[config.mk]
export PLATFORM = sky130hd
export DESIGN_NAME = cpu_ctrl_fsm
export DESIGN_NICKNAME = d
export VERILOG_FILES = /design/src/rtl/cpu_ctrl_fsm.sv
export SDC_FILE = /design/constraint.sdc
export NUM_CORES = 1
export LEC_CHECK = 0
export CAP_MARGIN = 20
export CORE_MARGIN = 10
export CORE_UTILIZATION = 30
export CTS_BUF_LIST = sky130_fd_sc_hd__clkbuf_4 sky130_fd_sc_hd__clkbuf_8 sky130_fd_sc_hd__clkbuf_16
export CTS_CLUSTER_SIZE = 10
export DETAILED_ROUTE_END_ITERATION = 8
export GPL_TIMING_DRIVEN = 0
export SLEW_MARGIN = 40
export SYNTH_ARGS = -nofsm -noshare
export SYNTH_HDL_FRONTEND = slang
export SYNTH_SLANG_ARGS = --single-unit
export TNS_END_PERCENT = 30
[constraint.sdc]
create_clock -name clk -period 3.8 [get_ports clk]
set_input_delay 0.76 -clock clk [delete_from_list [all_inputs] [get_ports clk]]
set_output_delay 0.76 -clock clk [all_outputs]
set_load 0.05 [all_outputs]
[src/rtl/cpu_ctrl_fsm.sv]
`default_nettype none
// ============================================================================
// Module   : cpu_ctrl_fsm
// Purpose  : Moore controller sequencing the lab CPU datapath; optional
//            illegal-opcode trap enabled by defining ILLEGAL_OP_TRAP_EN.
// Revision : 1.0 - initial release
// ============================================================================
module cpu_ctrl_fsm #(
   parameter logic [2:0] NSEL_RN = 3'b100,
   parameter logic [2:0] NSEL_RD = 3'b010,
   parameter logic [2:0] NSEL_RM = 3'b001
) (
   input  logic       clk,
   input  logic       reset,
   input  logic       s,
   input  logic [2:0] opcode,
   input  logic [1:0] op,
`ifdef ILLEGAL_OP_TRAP_EN
   output logic       illegal,
`endif
   output logic       w,
   output logic [2:0] nsel,
   output logic       loada,
   output logic       loadb,
   output logic       loadc,
   output logic       loads,
   output logic       asel,
   output logic       bsel,
   output logic [1:0] vsel,
   output logic       write
);

   localparam logic [4:0] C_MOV_IMM = 5'b110_10;
   localparam logic [4:0] C_MOV_REG = 5'b110_00;
   localparam logic [4:0] C_MVN     = 5'b101_11;
   localparam logic [4:0] C_ADD     = 5'b101_00;
   localparam logic [4:0] C_CMP     = 5'b101_01;
   localparam logic [4:0] C_AND     = 5'b101_10;

   typedef enum logic [2:0] {
      S_WAIT      = 3'd0,
      S_DECODE    = 3'd1,
      S_WRITE_IMM = 3'd2,
      S_GET_A     = 3'd3,
      S_GET_B     = 3'd4,
      S_ALU       = 3'd5,
      S_WRITE_REG = 3'd6
`ifdef ILLEGAL_OP_TRAP_EN
      ,
      S_TRAP      = 3'd7
`endif
   } state_t;

   state_t     state_q, state_d;
   logic [2:0] opcode_q, opcode_d;
   logic [1:0] op_q, op_d;
   logic [4:0] instr_q;

   assign instr_q = {opcode_q, op_q};

   always_ff @(posedge clk or negedge reset) begin
      if (!reset) begin
         state_q  <= S_WAIT;
         opcode_q <= 3'b000;
         op_q     <= 2'b00;
      end else begin
         state_q  <= state_d;
         opcode_q <= opcode_d;
         op_q     <= op_d;
      end
   end

   always_comb begin
      state_d  = state_q;
      opcode_d = opcode_q;
      op_d     = op_q;
      w        = 1'b0;
      nsel     = 3'b000;
      loada    = 1'b0;
      loadb    = 1'b0;
      loadc    = 1'b0;
      loads    = 1'b0;
      asel     = 1'b0;
      bsel     = 1'b0;
      vsel     = 2'b00;
      write    = 1'b0;
`ifdef ILLEGAL_OP_TRAP_EN
      illegal  = 1'b0;
`endif
      case (state_q)
         S_WAIT: begin
            w = 1'b1;
            if (s) state_d = S_DECODE;
         end
         S_DECODE: begin
            // Everything after this point works from the latched copy only.
            opcode_d = opcode;
            op_d     = op;
            case ({opcode, op})
               C_MOV_IMM:              state_d = S_WRITE_IMM;
               C_MOV_REG, C_MVN:       state_d = S_GET_B;
               C_ADD, C_CMP, C_AND:    state_d = S_GET_A;
`ifdef ILLEGAL_OP_TRAP_EN
               default:                state_d = S_TRAP;
`else
               default:                state_d = S_WAIT;
`endif
            endcase
         end
         S_WRITE_IMM: begin
            nsel    = NSEL_RN;
            vsel    = 2'b10;
            write   = 1'b1;
            state_d = S_WAIT;
         end
         S_GET_A: begin
            nsel    = NSEL_RN;
            loada   = 1'b1;
            state_d = S_GET_B;
         end
         S_GET_B: begin
            nsel    = NSEL_RM;
            loadb   = 1'b1;
            state_d = S_ALU;
         end
         S_ALU: begin
            asel = (instr_q == C_MOV_REG);
            if (instr_q == C_CMP) begin
               loads   = 1'b1;
               state_d = S_WAIT;
            end else begin
               loadc   = 1'b1;
               state_d = S_WRITE_REG;
            end
         end
         S_WRITE_REG: begin
            nsel    = NSEL_RD;
            vsel    = 2'b00;
            write   = 1'b1;
            state_d = S_WAIT;
         end
`ifdef ILLEGAL_OP_TRAP_EN
         S_TRAP: begin
            illegal = 1'b1;
         end
`endif
         default: begin
            state_d = S_WAIT;
         end
      endcase
   end

endmodule
`default_nettype wire

* Word-level counts from Yosys, hierarchy flattened *
Index checks and enable logic that the tools add are counted.

storage, ports and cells
  flip-flop bits (word level) = 8
  logic and storage cells = 38
  input bits = 8

operators by class
  multiplexer cells = 15
  reductions and logical operators = 5
  equality and inequality tests = 15

operator list
  operator                                                               count
  5-bit equality test, second input constant                             8
  3-bit case mux with 3 select lines                                     2
  3-bit case mux with 5 select lines                                     1
  3-bit equality test, second input constant                             3
  1-bit two-way mux                                                      9
  3-bit by 2-bit equality test with 1-bit output, second input constant  2
  3-bit two-way mux                                                      2
  2-bit OR reduction                                                     3
  3-bit by 1-bit equality test with 1-bit output, second input constant  1
  3-bit zero test                                                        1
  3-bit OR reduction                                                     1
  2-bit two-way mux                                                      1
  2-bit != test, second input constant                                   1

* Longest topological paths before layout *
Gate-level depths: netlist (run 1).

  word-level depth = 4
  depth in mapped cells = 4

* Worst setup path before layout (run 1) *
No wires, ideal clock.

  path kind = register to output
  from = register state_q[2]
  to = output port nsel[0]
  path buffers = 2
  slack = 0.849 ns
  required time = 3.040 ns
  arrival = 2.191 ns
  cell stages (with the launch flop) = 4
  path through = dfrtp_1 > buf_2 > nor3b_1 > buf_4

between the ends
  cells in the longest elaborated chain, start to end = 3
  elaborated cells on any way between the ends = 6

ends and longest elaborated chain
  item                                            RTL line  source
  start: declaration                              54        state_t state_q, state_d;
  start signal: assignment                        67        state_q <= state_d;
  3-bit by 2-bit equality test with 1-bit output  90        case (state_q)
  2-bit OR reduction (no line)                    n/a
  3-bit case mux with 3 select lines *            90
  end: declaration                                22        output logic [2:0] nsel,

Every way passes the cells marked *; elsewhere a longest branch is shown, timed or not.

* Final worst setup path (run 1) *
  from = register opcode_q[0]
  to = output port asel

between the ends
  cells in the longest elaborated chain, start to end = 2

ends and longest elaborated chain
  item                      RTL line  source
  start: declaration        55        logic [2:0] opcode_q, opcode_d;
  start signal: assignment  68        opcode_q <= opcode_d;
  5-bit equality test       127       asel = (instr_q == C_MOV_REG);
  1-bit two-way mux         90
  end: declaration          27        output logic asel,

No other way between the ends.

==> flow_metrics.tcl, run 1 <==
set metrics [dict create \
    status "completed" \
    yosysTopAreaCell "dfrtp_1" \
    p_per_area_mw_per_mm2 815 \
    regArea_sq_um 200 \
    tns_ns 0 \
    reg2reg_depth 3 \
    yosysTopAreaCellShare_pct 38.5 \
    worstPathArrival_ns 2.27 \
    synth_cell_types 26 \
    relSlewSlack_pct 66.0 \
    via_per_inst 4.99 \
    finalCriticalPeriod_ns 3.03 \
    die_h_um 61.7 \
    drive_gt1_share_pct 18.4 \
    final-setup-viol-count 0 \
    diodes 0 \
    grt_usage_pct 6.89 \
    drt_iter0_drc 10 \
    rows 14 \
    async_flop_share_pct 100 \
    fin_cells 92 \
    dp.cells 89 \
    die_x_um 61.7 \
    synth_edf_count 0 \
    cts-root-buf "clkbuf_4" \
    syn_area_sq_um 520 \
    synth.ff_latch_count 8 \
    vdd_drop_max_uv 419 \
    ant_nets 0 \
    cp_num_buf_inv 1 \
    hold_class "reg -> reg" \
    clock_sinks 8 \
    fmax_mhz 330 \
    drt_pass1_iterations 4 \
    fin_ws_ns 0.774 \
    hold_depth 1 \
    cts_setup_buffers 0 \
    final_area_sq_um 747 \
    drt_wl_total_um 1220 \
    ys_seq_area_share_pct 38.5 \
    coreArea_sq_mm 0.00158 \
    ys_top_cells_by_count "dfrtp_1, mux2_2, nor2b_1, nor3_1, o21ai_0" \
    fin_skew_ns 0.00298 \
    cts_hold_buf 0 \
    cp-start-kind "flip-flop" \
    slowest_stage "clkdlybuf4s50_1" \
    min_period_over_period_pct 79.6 \
    clock_latency_ns 0.25 \
    grt_max_degree 11 \
    critPathCaptureType "output port" \
    place_congestion 0.682 \
    multi_input_area_sq_um 278 \
    initial_core_util_pct 33.0 \
    crit_cells 3 \
    reg2reg_to "opcode_q[2]" \
    grt_pass1_wl_um 1910 \
    remaining_drc_errors 0 \
    max_stage_delay_ns 0.83 \
    worstPathCellList "or4b_2 > nor3_1 > clkdlybuf4s50_1" \
    grt_overflow_total 0 \
    ys_top_cells_by_area "dfrtp_1, mux2_2, nor2b_1" \
    fin_nets 86 \
    dieArea_sq_mm 0.00380 \
    synth_flop_cell "dfrtp_1" \
    dp_slack_ns 1.03 \
    worst_hold_startpoint "op_q[1]" \
    clock_path_buffers 2 \
    cp_max_fo 3 \
    fillCellCount 166 \
    placed_cell_area_sq_um 724 \
    place_hpwl_um 1010 \
    cts_buffers 3 \
    areaGrowthSynthToFinish_pct 43.5 \
    worst-setup-path-type "reg -> out" \
    reg2reg_from "state_q[1]" \
    crit_family "buffers and inverters" \
    hold_viol 0 \
    worst_slew_pin_slew_ns 0.508 \
    yosysWarnings 0 \
    antenna_found_initial 0 \
    syn_avg_cell_area_sq_um 9.64 \
    finalPower_mw 0.609 \
    htreeDepth 1 \
    cts_tree "done" \
    wire_per_inst_um 13.3 \
    cp.required_ns 3.04 \
    syn_inst 54 \
    slew_viol_final 0 \
    reg2reg_slack_ns 2.44 \
    io_buffers 18 \
    post_cts_resized 0 \
    post-synth-top-count-cell "dfrtp_1" \
    io_pins 21 \
    min_to "op_q[1]" \
    grt_pass1_vias 440 \
    drv_cap 0 \
    clkTransAtPathRegs_ns 0.05 \
    p_leak_nw 0.304 \
    route.vias.total 459 \
    rsz0062_at_grt "no" \
]
## worst max path at each step
stage	end	from
2_1_floorplan	nsel[0]	state_q[2]
3_3_place_gp	asel	opcode_q[0]
5_1_grt	loads	state_q[0]
6_report	asel	opcode_q[0]
3_5_place_dp	asel	opcode_q[0]
4_1_cts	asel	opcode_q[0]
## per-layer routing
layer / vias up / global-route usage (%) / wire (um)
li1: 233 / - / -
met1: 203 / 6.07 / 464
met2: 21 / 11.0 / 535
met3: 2 / 4.94 / 205
met4: 0 / 4.78 / 18
met5: - / 0 / 0
## per-stage QoR
stage	hold WS [ns]	util, %
4_1_cts	0.523	47.4
3_3_place_gp	0.508	46.0
2_1_floorplan	0.464	-
3_5_place_dp	0.510	46.0
6_report	0.520	47.4
5_1_grt	0.547	47.4
## cells in the final DEF (no fill, tap or decap), drive strengths merged
cell           instances
nand3b                 1
clkdlybuf4s50         18
o2111ai                1
nor2                   3
and4b                  1
a221oi                 2
and2                   3
nor4b                  1
inv                    1
buf                    5
nor3                   4
and3b                  1
nand4                  1
or4b                   1
dfrtp                  8
nand2                  3
nor2b                  4
o21ai                  4
conb                   2
nor3b                  2
mux2                   4
nand4b                 1
nand2b                 1
clkbuf                 4
## registers in the layout, summed over array words and instances (netlist names)
| name | count |
|---|---|
| opcode_q | 3 |
| op_q | 2 |
| state_q | 3 |
## kinds of logic after synthesis
group	after synthesis	synth area share, %
multiplexers	4	8.65
flip-flops	8	38.5
AND/OR/NAND/NOR	27	34.4
other	1	0.720
AO/OA/AOI/OAI	7	8.90
buffers and inverters	7	8.89
## layout make-up
| class | count | share of cell area [%] |
|---|---|---|
| Buffer | 6 | 5.70 |
| Clock buffer | 3 | 3.02 |
| Inverter | 1 | 0.503 |
| Multi-Input combinational cell | 40 | 37.2 |
| Sequential cell | 8 | 26.8 |
| Tap cell | 16 | 2.68 |
| Timing Repair Buffer | 18 | 24.1 |
## power by group
part / switching (mW) / total [mW] / internal (mW)
Combinational: 0.228 / 0.388 / 0.160
Sequential: 0.0291 / 0.158 / 0.128
Clock: 0.0276 / 0.0637 / 0.0361
Total: 0.284 / 0.609 / 0.325
(Power assumes the default switching activity.)
==> run 2, diff against run 1 <==
clock period = 2.6 ns   (was 3.8 ns; I/O delays follow)
==> run 2 against run 1 <==
Effect of this change: worst setup slack got worse by 0.67 ns; via count rose by 2.2%; sequential power rose by 46%; critical path depth did not move; register-to-register slack got worse by 1.2 ns; critical endpoint unchanged; critical path type unchanged; hold slack got worse by 0.0050 ns.
==> flow_metrics.tcl, run 2 (synthesis gave the netlist of run 1 again) <==
set metrics [dict create \
    ant_nets 0 \
    die_h_um 61.7 \
    placed_cell_area_sq_um 729 \
    dp_slack_ns 0.0705 \
    coreArea_sq_mm 0.00158 \
    antenna_found_initial 0 \
    slowest_stage "or4b_2" \
    tns_ns 0 \
    worst_slew_pin_slew_ns 0.512 \
    p_leak_nw 0.359 \
    layout_commonest_cell "clkdlybuf4s50_1" \
    fin_skew_ns 0.00522 \
    clock_sinks 8 \
    place_congestion 0.688 \
    rsz0062_at_grt "no" \
    worstPathArrival_ns 1.97 \
    final-setup-viol-count 0 \
    cts_tree "done" \
    drt_iter0_drc 6 \
    worst-setup-path-type "reg -> out" \
    areaGrowthSynthToFinish_pct 44.2 \
    die_x_um 61.7 \
    reg2reg_from "state_q[1]" \
    max_stage_delay_ns 0.66 \
    cts_hold_buf 0 \
    finalCriticalPeriod_ns 2.49 \
    relSlewSlack_pct 65.8 \
    hold_viol 0 \
    remaining_drc_errors 0 \
    reg_top3 "opcode_q (3), state_q (3), op_q (2)" \
    hold_ws_ns 0.515 \
    drive_gt1_share_pct 21.1 \
    io_buffers 18 \
    crit_family "simple AND/OR/NAND/NOR gates" \
    htreeDepth 1 \
    grt_usage_pct 6.55 \
    grt_max_degree 11 \
    diodes 0 \
    regArea_sq_um 200 \
    io_pins 21 \
    route.vias.total 469 \
    fin_ws_ns 0.105 \
    fmax_mhz 401 \
    rows 14 \
    mostFrequentLayoutCells "clkdlybuf4s50_1, dfrtp_1" \
    grt_pass1_vias 446 \
    cts-root-buf "clkbuf_4" \
    slew_viol_final 0 \
    grt_pass1_wl_um 1880 \
    fillCellCount 160 \
    place_hpwl_um 988 \
    cp_num_buf_inv 1 \
    clock_latency_ns 0.25 \
    grt_overflow_total 0 \
    drt_wl_total_um 1190 \
    cp_max_fo 3 \
    hold_class "reg -> reg" \
    drv_cap 0 \
    wire_per_inst_um 12.9 \
    finalPower_mw 0.883 \
    clock_path_buffers 2 \
    utilization_pct 47.6 \
    final_area_sq_um 751 \
    worstPathCellList "or4b_2 > nor3_1 > dlygate4sd2_1" \
    fin_nets 86 \
    multi_input_area_sq_um 283 \
    reg2reg_slack_ns 1.22 \
    p_per_area_mw_per_mm2 1180 \
    status "completed" \
    cts_buffers 3 \
    min_period_over_period_pct 95.9 \
    reg2reg_to "state_q[0]" \
    via_per_inst 5.10 \
    cp.required_ns 2.08 \
    drt_pass1_iterations 3 \
    clkTransAtPathRegs_ns 0.05 \
    dp.cells 89 \
    vdd_drop_max_uv 526 \
    fin_cells 92 \
    min_to "op_q[1]" \
    initial_core_util_pct 33.0 \
    cp-start-kind "flip-flop" \
    critPathCaptureType "output port" \
    hold_depth 1 \
    worst_hold_startpoint "op_q[1]" \
    dieArea_sq_mm 0.00380 \
    reg2reg_depth 4 \
]
-- run 2: final cells by class --
cell class                 count  share of cell area [%]
timing repair buffer          18                    23.8
inverter                       1                   0.500
multi-input combinational     40                    37.7
tap                           16                    2.67
buffer                         6                    5.67
sequential                     8                    26.7
clock buffer                   3                    3.00
-- run 2: timing repair --
item                                    CTS  global route
gates resized for setup                   3             3
setup buffers                             0             0
endpoints found under the setup margin    3             3
-- run 2: power breakdown --
| part | total (mW) | leakage, nW | switching [mW] | internal (mW) |
|---|---|---|---|---|
| registers | 0.230 | 0.0982 | 0.0422 | 0.188 |
| logic | 0.563 | 0.247 | 0.332 | 0.231 |
| clock network | 0.0905 | 0.0138 | 0.0380 | 0.0525 |
-- run 2: worst max-delay path by stage --
stage           startpoint       to  depth (start not counted)
3_3_place_gp   opcode_q[0]     asel                          3
4_1_cts         state_q[2]  nsel[0]                          4
5_1_grt         state_q[0]    loads                          4
6_report       opcode_q[0]     asel                          3
3_5_place_dp   opcode_q[0]     asel                          3
2_1_floorplan   state_q[0]  vsel[1]                          3
-- run 2: layer usage --
layer  routed length (um)  part of all wire (%)  vias to the layer above  global-route usage [%]
met5                    0                     0                        -                       0
met4                    0                     0                        0                    1.91
met3                  169                    14                        0                    4.53
met2                  522                    44                       21                    11.1
met1                  498                    42                      213                    6.29
li1                     -                     -                      235                       -
